===== src/rtl/robot_pkg.sv =====
// Shared encodings and default timing for the wall-following robot move scheduler.
// Also used by the top that hosts the navigation FSM.
package robot_pkg;

    typedef enum logic [2:0] {
        S_IDLE   = 3'd0,
        S_SAMPLE = 3'd1,
        S_DECIDE = 3'd2,
        S_EXEC   = 3'd3,
        S_SETTLE = 3'd4,
        S_HALT   = 3'd5
    } state_t;

    typedef enum logic [1:0] {
        CMD_NONE = 2'd0,
        CMD_FWD  = 2'd1,
        CMD_ROT  = 2'd2
    } cmd_t;

    localparam int unsigned MOVE_CYCLES_DEF   = 16;
    localparam int unsigned ROT_CYCLES_DEF    = 8;
    localparam int unsigned SETTLE_CYCLES_DEF = 4;
    localparam int unsigned SENS_TIMEOUT_DEF  = 32;
    localparam int unsigned MAX_ROT_DEF       = 4;
    localparam int unsigned TMR_W_DEF         = 8;

    // A command asking for both front and rotate resolves to a rotate.
    function automatic cmd_t decode_cmd(input logic front, input logic rotate);
        if (rotate) begin
            return CMD_ROT;
        end
        if (front) begin
            return CMD_FWD;
        end
        return CMD_NONE;
    endfunction

endpackage


===== src/rtl/robot_step_timer.sv =====
// Loadable down-counter that times every scheduler phase.
// Holds at zero until reloaded.
module robot_step_timer #(
    parameter int unsigned TMR_W = 8
) (
    input  logic             clk,
    input  logic             reset,
    input  logic             load,
    input  logic [TMR_W-1:0] load_val,
    output logic [TMR_W-1:0] value,
    output logic             zero
);

    always_ff @(posedge clk) begin
        if (reset) begin
            value <= '0;
        end else if (load) begin
            value <= load_val;
        end else if (value != '0) begin
            value <= value - TMR_W'(1);
        end
    end

    assign zero = (value == '0);

endmodule


===== src/rtl/robot_move_scheduler.sv =====
// Steps the robot one move at a time: sensor handshake, nav/manual arbitration,
// timed motor pulse, settle; halts on sensor timeout or repeated rotates.
module robot_move_scheduler
    import robot_pkg::*;
#(
    parameter int unsigned MOVE_CYCLES   = MOVE_CYCLES_DEF,
    parameter int unsigned ROT_CYCLES    = ROT_CYCLES_DEF,
    parameter int unsigned SETTLE_CYCLES = SETTLE_CYCLES_DEF,
    parameter int unsigned SENS_TIMEOUT  = SENS_TIMEOUT_DEF,
    parameter int unsigned MAX_ROT       = MAX_ROT_DEF,
    parameter int unsigned TMR_W         = TMR_W_DEF
) (
    input  logic clk,
    input  logic reset,
    input  logic enable,
    output logic sens_req,
    input  logic sens_ack,
    input  logic sens_head,
    input  logic sens_left,
    output logic head,
    output logic left,
    output logic nav_step,
    input  logic nav_front,
    input  logic nav_rotate,
    input  logic man_req,
    input  logic man_front,
    input  logic man_rotate,
    output logic man_gnt,
    output logic motor_fwd,
    output logic motor_rot,
    output logic busy,
    output logic stuck,
    output logic fault
);

    localparam int unsigned RC_W = $clog2(MAX_ROT + 1);

    state_t            state;
    state_t            nxt;
    cmd_t              cmd;
    cmd_t              cmd_nxt;
    logic [RC_W-1:0]   rot_cnt;
    logic              tmr_load;
    logic [TMR_W-1:0]  tmr_val;
    logic [TMR_W-1:0]  tmr_value;
    logic              tmr_zero;

    always_comb begin
        nxt     = state;
        cmd_nxt = cmd;
        case (state)
            S_IDLE: begin
                if (enable) nxt = S_SAMPLE;
            end
            S_SAMPLE: begin
                // An ack arriving in the expiry cycle beats the timeout.
                if (!enable)        nxt = S_IDLE;
                else if (sens_ack)  nxt = S_DECIDE;
                else if (tmr_zero)  nxt = S_HALT;
            end
            S_DECIDE: begin
                cmd_nxt = man_req ? decode_cmd(man_front, man_rotate)
                                  : decode_cmd(nav_front, nav_rotate);
                nxt     = (cmd_nxt == CMD_NONE) ? S_SETTLE : S_EXEC;
            end
            S_EXEC: begin
                if (tmr_zero) begin
                    nxt = (cmd == CMD_ROT && rot_cnt == RC_W'(MAX_ROT)) ? S_HALT : S_SETTLE;
                end
            end
            S_SETTLE: begin
                if (tmr_zero) nxt = enable ? S_SAMPLE : S_IDLE;
            end
            S_HALT: begin
                nxt = S_HALT;
            end
            default: begin
                nxt = S_IDLE;
            end
        endcase
    end

    // Every state entry is a state change, so the timer reloads on any transition.
    always_comb begin
        tmr_load = (nxt != state);
        tmr_val  = '0;
        case (nxt)
            S_SAMPLE: tmr_val = TMR_W'(SENS_TIMEOUT - 1);
            S_EXEC:   tmr_val = (cmd_nxt == CMD_ROT) ? TMR_W'(ROT_CYCLES - 1)
                                                     : TMR_W'(MOVE_CYCLES - 1);
            S_SETTLE: tmr_val = TMR_W'(SETTLE_CYCLES - 1);
            default:  tmr_val = '0;
        endcase
    end

    robot_step_timer #(
        .TMR_W (TMR_W)
    ) u_timer (
        .clk      (clk),
        .reset    (reset),
        .load     (tmr_load),
        .load_val (tmr_val),
        .value    (tmr_value),
        .zero     (tmr_zero)
    );

    always_ff @(posedge clk) begin
        if (reset) begin
            state   <= S_IDLE;
            cmd     <= CMD_NONE;
            head    <= 1'b0;
            left    <= 1'b0;
            rot_cnt <= '0;
            stuck   <= 1'b0;
            fault   <= 1'b0;
        end else begin
            state <= nxt;
            cmd   <= cmd_nxt;
            if (state == S_SAMPLE && nxt == S_DECIDE) begin
                head <= sens_head;
                left <= sens_left;
            end
            // The rotate count is charged when the pulse is committed in DECIDE.
            if (state == S_DECIDE) begin
                if (cmd_nxt == CMD_ROT) begin
                    if (rot_cnt != RC_W'(MAX_ROT)) rot_cnt <= rot_cnt + RC_W'(1);
                end else if (cmd_nxt == CMD_FWD) begin
                    rot_cnt <= '0;
                end
            end
            if (state == S_EXEC && nxt == S_HALT)   stuck <= 1'b1;
            if (state == S_SAMPLE && nxt == S_HALT) fault <= 1'b1;
        end
    end

    assign sens_req  = (state == S_SAMPLE);
    assign nav_step  = (state == S_DECIDE) && !man_req;
    assign man_gnt   = (state == S_DECIDE) && man_req;
    assign motor_fwd = (state == S_EXEC) && (cmd == CMD_FWD);
    assign motor_rot = (state == S_EXEC) && (cmd == CMD_ROT);
    assign busy      = (state != S_IDLE) && (state != S_HALT);

    halt_timer_idle: assert property (@(posedge clk) disable iff (reset)
        (state == S_HALT) |-> (tmr_value == '0));

endmodule


===== config.mk =====
export PLATFORM = sky130hd
export DESIGN_NAME = robot_move_scheduler
export DESIGN_NICKNAME = d
export VERILOG_FILES = /design/src/rtl/robot_pkg.sv /design/src/rtl/robot_step_timer.sv /design/src/rtl/robot_move_scheduler.sv
export SDC_FILE = /design/constraint.sdc
export NUM_CORES = 1
export LEC_CHECK = 0
export ABC_AREA = 0
export ABC_CLOCK_PERIOD_IN_PS = 2850
export CORE_UTILIZATION = 53
export DETAILED_ROUTE_END_ITERATION = 12
export PLACE_DENSITY = 0.79
export SYNTH_ARGS = -nofsm -noshare
export SYNTH_HDL_FRONTEND = slang
export SYNTH_SLANG_ARGS = --single-unit
export TNS_END_PERCENT = 20

===== constraint.sdc =====
create_clock -name clk -period 2.85 [get_ports clk]
set_input_delay 0.285 -clock clk [delete_from_list [all_inputs] [get_ports clk]]
set_output_delay 0.285 -clock clk [all_outputs]
set_load 0.01 [all_outputs]

# Yosys cells after proc, flatten, opt, wreduce, memory -nomap -nowiden
# Cells that the tools add are included.
word_totals:
  register_bits: 20
  input_bits: 11
  out_inout_bits: 10
  word_cells: 86
classes:
  add_sub_neg: 2
  n_eq_ne: 19
  mux: 39
  reduce_logical: 18
op_table:
  columns: ["operator", "count"]
  rows:
  - ["$mux W3", 10]
  - ["$mux W2", 12]
  - ["$pmux W3 S6", 1]
  - ["$mux W8", 2]
  - ["$eq A3 B3 Y1 const B", 5]
  - ["$pmux W5 S3", 1]
  - ["$eq A3 B2 Y1 const B", 4]
  - ["$mux W1", 12]
  - ["$logic_and A1 B1 Y1", 9]
  - ["$logic_not A8 Y1", 1]
  - ["$reduce_bool A8 Y1", 1]
  - ["$sub A8 B1 Y8 const B", 1]
  - ["$eq A3 B1 Y1 const B", 2]
  - ["$ne A3 B3 Y1 const B", 2]
  - ["$eq A2 B1 Y1 const B", 2]
  - ["$eq A2 B2 Y1 const B", 2]
  - ["$mux W4", 1]
  - ["$reduce_bool A2 Y1", 2]
  - ["$add A3 B1 Y3 const B", 1]
  - ["$logic_not A3 Y1", 1]
  - ["$ne A3 B3 Y1", 1]
  - ["$reduce_and A3 Y1", 1]
  - ["$reduce_bool A3 Y1", 1]
  - ["$logic_not A2 Y1", 1]
  - ["other kinds (2)", 2]

# Depth between registers and ports, before layout
# Gate-level depths: netlist (run 1).
logic_depth:
  ltp_word: 14
  mapped_depth: 8
  mapped_depth_nobuf: 8

# By module
# Synthesis (run 1) repeated with hierarchy kept, for this count alone.
hier_totals:
  cells_unflattened: 155
  area_unflattened_um2: 1306.3
by_module_without_submodules:
  columns: ["module", "instances", "cells_each", "area_each_um2", "seq_area_each_um2"]
  rows:
  - ["robot_move_scheduler", 1, 102, 830.8, 240.2]
  - ["robot_step_timer", 1, 53, 475.5, 160.2]

# Worst setup path before layout (run 1)
# No wires, ideal clock.
synth_path:
  kind: "register to register"
  startpoint: "register u_timer.value[0]"
  endpoint: "register u_timer.value[0]"
  setup_ps: 136
  arrival_time_ps: 1981
  required_time_ps: 2714
  setup_slack_ps: 733
  stages_incl_launch_ff: 9
  n_path_buf: 0
  synth_period_minus_slack_ps: 2117
  cell_sequence: "dfxtp_1 inv_1 ha_1 or4b_4 nor2_8 a311oi_4 mux2i_4 a211oi_1 a211oi_1"
synth_via:
  elab_chain_cells: 8
  elab_cells_between_ends: 17
  classes_between: "1 x add/sub; 4 x eq/ne; 9 x mux; 3 x reduce/logical"
synth_rtl:
  columns: ["item", "line", "rtl"]
  rows:
  - ["start: declaration", "robot_step_timer.sv:10", "output logic [TMR_W-1:0] value,"]
  - ["start signal: assignment", "robot_step_timer.sv:18", "value <= load_val;"]
  - ["start signal: assignment", "robot_step_timer.sv:20", "value <= value - TMR_W'(1);"]
  - ["$logic_not A8 Y1", "robot_step_timer.sv:24", "assign zero = (value == '0);"]
  - ["$mux W3", "robot_move_scheduler.sv:59", "else if (tmr_zero) nxt = S_HALT;"]
  - ["$mux W3", "robot_move_scheduler.sv:58", "else if (sens_ack) nxt = S_DECIDE;"]
  - ["$mux W3", "robot_move_scheduler.sv:57", "if (!enable) nxt = S_IDLE;"]
  - ["$pmux W3 S6", "robot_move_scheduler.sv:51", "case (state)"]
  - ["$eq A3 B3 Y1, or another cell as far along", "robot_move_scheduler.sv:87", "case (nxt)"]
  - ["$pmux W5 S3", "robot_move_scheduler.sv:87", null]
  - ["$mux W8", "robot_step_timer.sv:17", "end else if (load) begin"]
# Parallel ways exist; a longest one is shown, timed or not. The select of a mux whose other input is x is not followed.
# A chain may end at the register's enable or synchronous reset.

# Worst setup path in the final report (run 1)
layout_path:
  startpoint: "register u_timer.value[0]"
  endpoint: "register u_timer.value[1]"
# Same word-level chain as after synthesis.

==> results.md, run 1 <==
* Synth cell types at 53
* Crit path cell chain: inv_1 > ha_1 > or4b_4 > nor2_8 > a311oi_4 > mux2i_4 > a211oi_1 > a211oi_1
* DP HPWL at 2.261 mm
* Core ar. at 0.002297 sq mm
* RR Startpoint: u_timer.value[0]$_SDFFE_PP0P_
* Post-Route WL at 2.952 mm
* Antenna-violating nets left at 0
* Total power at 0.001093 W
* DRC Markers at 0
* Main synth FF type: dfxtp_1
* Root Driver: clkbuf_4
* Detailed Routing Iterations Pass 1 at 4
* Outcome: finished, final reports clean
* Die Y at 52.12 microns
* Congestion Overflow GR at 0
* Hold slack at 497.6 ps
* Final instance area at 0.001564 sq mm
* PortBufs at 20
* Max-slew headroom at 0.5007
* Global-route total usage across every layer at 0.2375
* Synth top area share at 0.3008
* Yosys Warn Count at 0
* Slew Viols, Final at 0
* Vias in the first global route at 1059
* TritonCTS clock tree: done
* Cells after synthesis at 155
* Syn nets at 170
* Fmax at 413.3 MHz
* Total setup buffers inserted after CTS at 0
* Die area at 0.002716 sq mm
* Storage element area at 400.4 sq um
* CP Class: flop to flop
* Leak Pwr at 0.5847 nW
* Area after DPL at 0.001528 sq mm
* Chip Width at 52.12 microns
* Initial DRC Count at 38
* Gp weighted congestion at 0.8651
* Top cells by area, synth: dfxtp_1 30%, nor2_1 5.4%, a211oi_1 3.9%
* Setup_tns at 0 ps
* Num CTS Buffers at 3
* Hold Crit Start: stuck$_SDFFE_PP0P_
* Max-cap violations at 0
* Mean Syn Cell Area at 8.589 sq um
* Post-route minimum period at 2420 ps
* Worst VDD drop at 0.5142 mV
* Skew final at 5.148 ps
* Layout Area Growth over Synthesis at 17.48%
* CTS clk-pin slew, worst paths at 110 ps
* Cell Area, Synth at 0.001331 sq mm
* DR WL/cell at 14.76 microns
* FF-to-FF path depth at 8
* Htree depth at 1
* Cell repeated most along the worst path: a211oi_1
* Hold Fails Final Rpt at 0
* Seq/Total Area, Yosys at 0.3008
* Cell row count at 17
* Layout Nets at 188
* Placed cells at 196
* Critical Path Fanout Max at 9
* Routed via count at 1193
* RSZ-0062 raised after global routing: no
* Critical Path Start Type: flop
* Worst reg2reg setup slack at 430 ps
* Post-synth top area cell: dfxtp_1
* Post-synth EDFFs at 0
* Antenna diodes at 0
* Initial Utilization at 0.5795
* Global-route wire length before repair at 4.726 mm
* Fillers at 206
* FF-to-FF End: u_timer.value[1]$_SDFFE_PP0P_
* Setup Viol. Count Final at 0
* Hold Path Stages at 2
* CTS max path bufs at 2
* Most frequent cells in the layout: 20 x dfxtp_1, 20 x clkdlybuf4s50_1, 19 x nor2_1
* Pwr Density at 699.1 mW/mm^2
* Worst path slowest cell: or4b_4
* Vias per inst at 5.965
* Fraction of registers with async set/reset at 0
* Largest net degree at the start of global routing at 21
* Layout cells sized above 1 at 0.1105
* CP required at 3010 ps
* Hold Crit Endpoint: stuck$_SDFFE_PP0P_
* Clock Latency Late Sink at 300 ps
* Register bit total from synthesis at 20
* Final period util at 0.8490
* Data arrival, critical path at 2580 ps
* Area of the multi-input gates at 858.3 sq um
* Crit-path max cell delay at 550 ps
* CTS resizes at 0
* Top Ports at 21
* CTS sink count at 20
* Worst Hold Class: flop to flop
* CTS Hold Buffers Added at 0
* Initial antenna violation count at 0
* Measured slew at the worst slew-check pin at 746.6 ps
* CP endpoint kind: flop
* Post-route insts no fill at 200
## layer usage
layer,global-route usage,wire length (microns)
met1,0.3071,1343
met2,0.4103,1464
met3,0.02632,122
met4,0.06757,22
met5,0,0
## per-stage QoR
step             util  setup slack (ps)
2_1_floorplan       -             733.4
3_3_place_gp   0.6650             457.2
3_5_place_dp   0.6650             418.9
4_1_cts        0.6808             437.3
5_1_grt        0.6808             274.4
6_report       0.6808             430.5
## sequential cells by signal, indices dropped and copies added (netlist names)
name           flops
left               1
stuck              1
rot_cnt            3
head               1
cmd                2
u_timer.value      8
fault              1
state              3
## kinds of logic (layout without fill, tap and decap cells)
| family | Yosys count | after routing | synth area share |
|---|---|---|---|
| xor+xnor | 6 | 6 | 0.03948 |
| mux | 6 | 6 | 0.05639 |
| simple gates | 64 | 64 | 0.2697 |
| fa+ha+maj | 4 | 4 | 0.03760 |
| compound gates | 39 | 39 | 0.2415 |
| buf+inv | 16 | 33 | 0.05450 |
| flops | 20 | 20 | 0.3007 |
## where the power goes
group	total [W]	switching (W)	internal, W
registers	0.000373	0.0000510	0.000322
clock network	0.000165	0.0000872	0.0000779
logic	0.000555	0.000315	0.000241
## worst max-delay path, delay by kind of cell, from the launching register on
family / cells / cell delay (ps)
AND/OR/NAND/NOR: 2 / 760
AO/OA/AOI/OAI: 3 / 610
flip-flops: 1 / 340
multiplexers: 1 / 250
adder cells (fa/ha/maj): 1 / 210
buffers and inverters: 1 / 110
## cells in the mapped netlist (all sizes together) (2+ instances only)
| master | n |
|---|---|
| a21oi | 7 |
| nor3b | 3 |
| a211oi | 7 |
| a31oi | 2 |
| buf | 2 |
| mux2 | 2 |
| mux2i | 4 |
| nor2 | 21 |
| o21ai | 6 |
| xnor2 | 3 |
| inv | 9 |
| clkbuf | 5 |
| nand2 | 8 |
| ha | 4 |
| o211ai | 2 |
| dfxtp | 20 |
| o21a | 2 |
| nor2b | 5 |
| or3 | 2 |
| a41oi | 2 |
| nand3 | 3 |
| nor3 | 9 |
| xor2 | 3 |
| nor4 | 2 |
| and3 | 3 |
## area by class of cell
class | instances | area share
Tap cell | 28 | 0.02240
Timing Repair Buffer | 20 | 0.1280
Clock buffer | 4 | 0.02320
Inverter | 9 | 0.02160
Multi-Input combinational cell | 119 | 0.5488
Sequential cell | 20 | 0.2560
## worst max path at each step
stage | start | to | slack [ps] | depth (start not counted)
2_1_floorplan | u_timer.value[0]$_SDFFE_PP0P_ | u_timer.value[0]$_SDFFE_PP0P_ | 730 | 8
3_3_place_gp | enable | u_timer.value[4]$_SDFFE_PP0P_ | 460 | 7
3_5_place_dp | enable | u_timer.value[0]$_SDFFE_PP0P_ | 420 | 7
4_1_cts | u_timer.value[0]$_SDFFE_PP0P_ | u_timer.value[1]$_SDFFE_PP0P_ | 440 | 8
5_1_grt | u_timer.value[0]$_SDFFE_PP0P_ | u_timer.value[1]$_SDFFE_PP0P_ | 270 | 8
6_report | u_timer.value[0]$_SDFFE_PP0P_ | u_timer.value[1]$_SDFFE_PP0P_ | 430 | 8
Power figures use the tool's default switching activity.
==> run 2, diff against run 1 <==
--- a/config.mk
+++ b/config.mk
@@ -6,10 +6,10 @@
 export NUM_CORES = 1
 export LEC_CHECK = 0
 export ABC_AREA = 0
-export ABC_CLOCK_PERIOD_IN_PS = 2850
-export CORE_UTILIZATION = 53
+export ABC_CLOCK_PERIOD_IN_PS = 2220
+export CORE_UTILIZATION = 48
 export DETAILED_ROUTE_END_ITERATION = 12
-export PLACE_DENSITY = 0.79
+export PLACE_DENSITY = 0.75
 export SYNTH_ARGS = -nofsm -noshare
 export SYNTH_HDL_FRONTEND = slang
 export SYNTH_SLANG_ARGS = --single-unit
==> constraint.sdc (replaced) <==
create_clock -name clk -period 2.22 [get_ports clk]
set_input_delay 0.222 -clock clk [delete_from_list [all_inputs] [get_ports clk]]
set_output_delay 0.222 -clock clk [all_outputs]
set_load 0.01 [all_outputs]
==> run 2 against run 1 <==
  * Non-clock buffer count rose by 26
  * Design area up 17%
  * Die area up 10%
  * Setup slack worse by 420 ps
  * Sequential power rose by 25%
==> results.md, run 2 (same netlist as run 1, synthesis figures left out) <==
* Final instance area at 0.001829 sq mm (+17%)
* Largest net degree at the start of global routing at 21 (unchanged)
* DR WL/cell at 15.81 microns (+7.1%)
* Vias in the first global route at 1221 (+15%)
* Measured slew at the worst slew-check pin at 804.4 ps (+57.80 ps)
* CTS max path bufs at 2 (unchanged)
* Die area at 0.002988 sq mm (+10%)
* Clock Latency Late Sink at 300 ps (about the same)
* Gp weighted congestion at 0.8414 (-2.7%)
* Layout Area Growth over Synthesis at 37.41%
* Total power at 0.001661 W (+52%)
* Num CTS Buffers at 3 (unchanged)
* Fmax at 451.7 MHz (+9.3%)
* Setup Viol. Count Final at 0 (unchanged)
* Post-route insts no fill at 228 (+14%)
* Initial Utilization at 0.5231 (-0.05641)
* Core ar. at 0.002545 sq mm (+11%)
* Slew Viols, Final at 0 (unchanged)
* Area after DPL at 0.001688 sq mm (+10%)
* Met1 WL at 1.559 mm (+16%)
* Critical Path Start Type: flop
* PortBufs at 20 (unchanged)
* Top Ports at 21 (unchanged)
* Most common cell after layout, fill and taps aside: buf_4
* Root Driver: clkbuf_4
* Wire length on met3 at 196 microns (+61%)
* DP HPWL at 2.622 mm (+16%)
* Cell row count at 18 (+1)
* Initial DRC Count at 42 (+11%)
* Fillers at 197 (-4.4%)
* Final period util at 0.9973 (+0.1483)
* Post-Route WL at 3.604 mm (+22%)
* Largest Register: u_timer.value
* DRC Markers at 0 (unchanged)
* CTS sink count at 20 (unchanged)
* Vias per inst at 5.724 (-4.0%)
* Layout cells sized above 1 at 0.2980 (+0.1875)
* Antenna-violating nets left at 0 (unchanged)
* Congestion Overflow GR at 0 (unchanged)
* Routed via count at 1305 (+9.4%)
* RR Startpoint: u_timer.value[1]$_SDFFE_PP0P_
* Critical Path Fanout Max at 5 (-4)
* Outcome: finished, final reports clean
* CTS clk-pin slew, worst paths at 110 ps (about the same)
* Top layer in use: met4
* CP required at 2380 ps (-630 ps)
* Data arrival, critical path at 2370 ps (-210 ps)
* Worst VDD drop at 0.8398 mV (+63%)
* Worst Hold Class: flop to flop
* Die Y at 54.67 microns (+4.9%)
* Max-slew headroom at 0.4621 (-0.03866)
* Chip Width at 54.67 microns (+4.9%)
* Hold Crit Start: fault$_SDFFE_PP0P_
* Placed cells at 219 (+12%)
* Pwr Density at 908.0 mW/mm^2 (+30%)
* TritonCTS clock tree: done
* Detailed Routing Iterations Pass 1 at 4 (unchanged)
* Most frequent cells in the layout: 25 x buf_4, 19 x nor2_1, 19 x clkdlybuf4s50_1
* Hold Fails Final Rpt at 0 (unchanged)
* Htree depth at 1 (unchanged)
* Post-route minimum period at 2214 ps (-205.6 ps)
* Global-route wire length before repair at 5.292 mm (+12%)
* Antenna diodes at 0 (unchanged)
* Max-cap violations at 0 (unchanged)
* CP Class: flop to flop
* Top Registers: u_timer.value (8), rot_cnt (3), state (3)
* Crit path from: u_timer.value[1]$_SDFFE_PP0P_
* Layout Nets at 214 (+14%)
* CP endpoint kind: flop
* Leak Pwr at 0.7377 nW (+26%)
* RSZ-0062 raised after global routing: yes
* Max reg flops at 8 (unchanged)
* Global-route total usage across every layer at 0.2513 (+0.01384)
* Initial antenna violation count at 0 (unchanged)
* Skew final at 2.533 ps (-2.615 ps)
* WL met2 at 1.818 mm (+24%)
[run 2: final timing paths]
path	end	slack, ps	depth (start not counted)
setup / recovery	u_timer.value[0]$_SDFFE_PP0P_	6	8
hold / removal	fault$_SDFFE_PP0P_	500	2
setup reg to reg	u_timer.value[0]$_SDFFE_PP0P_	6	8
hold reg to reg	fault$_SDFFE_PP0P_	500	2
[run 2: through the flow]
stage	setup slack (ps)	util	setup TNS [ps]	hold WS, ps
global route	-104.4	0.7188	-496.9	533.8
CTS	13.39	0.6794	0	493.8
finish	6.034	0.7188	0	496.2
detailed placement	-76.45	0.6632	-180.9	458.6
floorplan	103.4	-	0	369.2
global placement	-17.63	0.6632	-34.15	459.3
[run 2: routing by layer]
layer	track usage	vias up
li1	-	645
met1	0.2905	612
met2	0.4498	44
met3	0.04722	4
met4	0.09402	0
met5	0	-
[run 2: repair_timing]
action                                  in CTS  in global routing
endpoints found under the setup margin       2                 12
buffers inserted                             0                  5
pin swaps                                    0                 10
hold buffers                                 0                  0
gates resized for setup                      1                 18
[run 2: power breakdown]
| part | internal (W) | switching (W) | total, W |
|---|---|---|---|
| registers | 0.000416 | 0.0000504 | 0.000467 |
| clock network | 0.000100 | 0.000113 | 0.000213 |
| logic | 0.000473 | 0.000508 | 0.000981 |
[run 2: area by class of cell]
type,instances,area [sq um],area share
multi-input cells,119,917.1,0.5014
flip-flops and latches,20,402.9,0.2202
repair buffers,46,401.6,0.2196
well taps,30,37.54,0.02052
clock buffers,4,36.28,0.01984
inverters,9,33.78,0.01847
[run 2: critical path, stage by stage, from the launching register on]
cell	delay, ps
dfxtp_2	340
inv_2	80
ha_4	140
nor4b_1	510
o2111ai_1	270
o21ai_1	200
o21ai_2	150
a211oi_4	300
a211oi_1	80
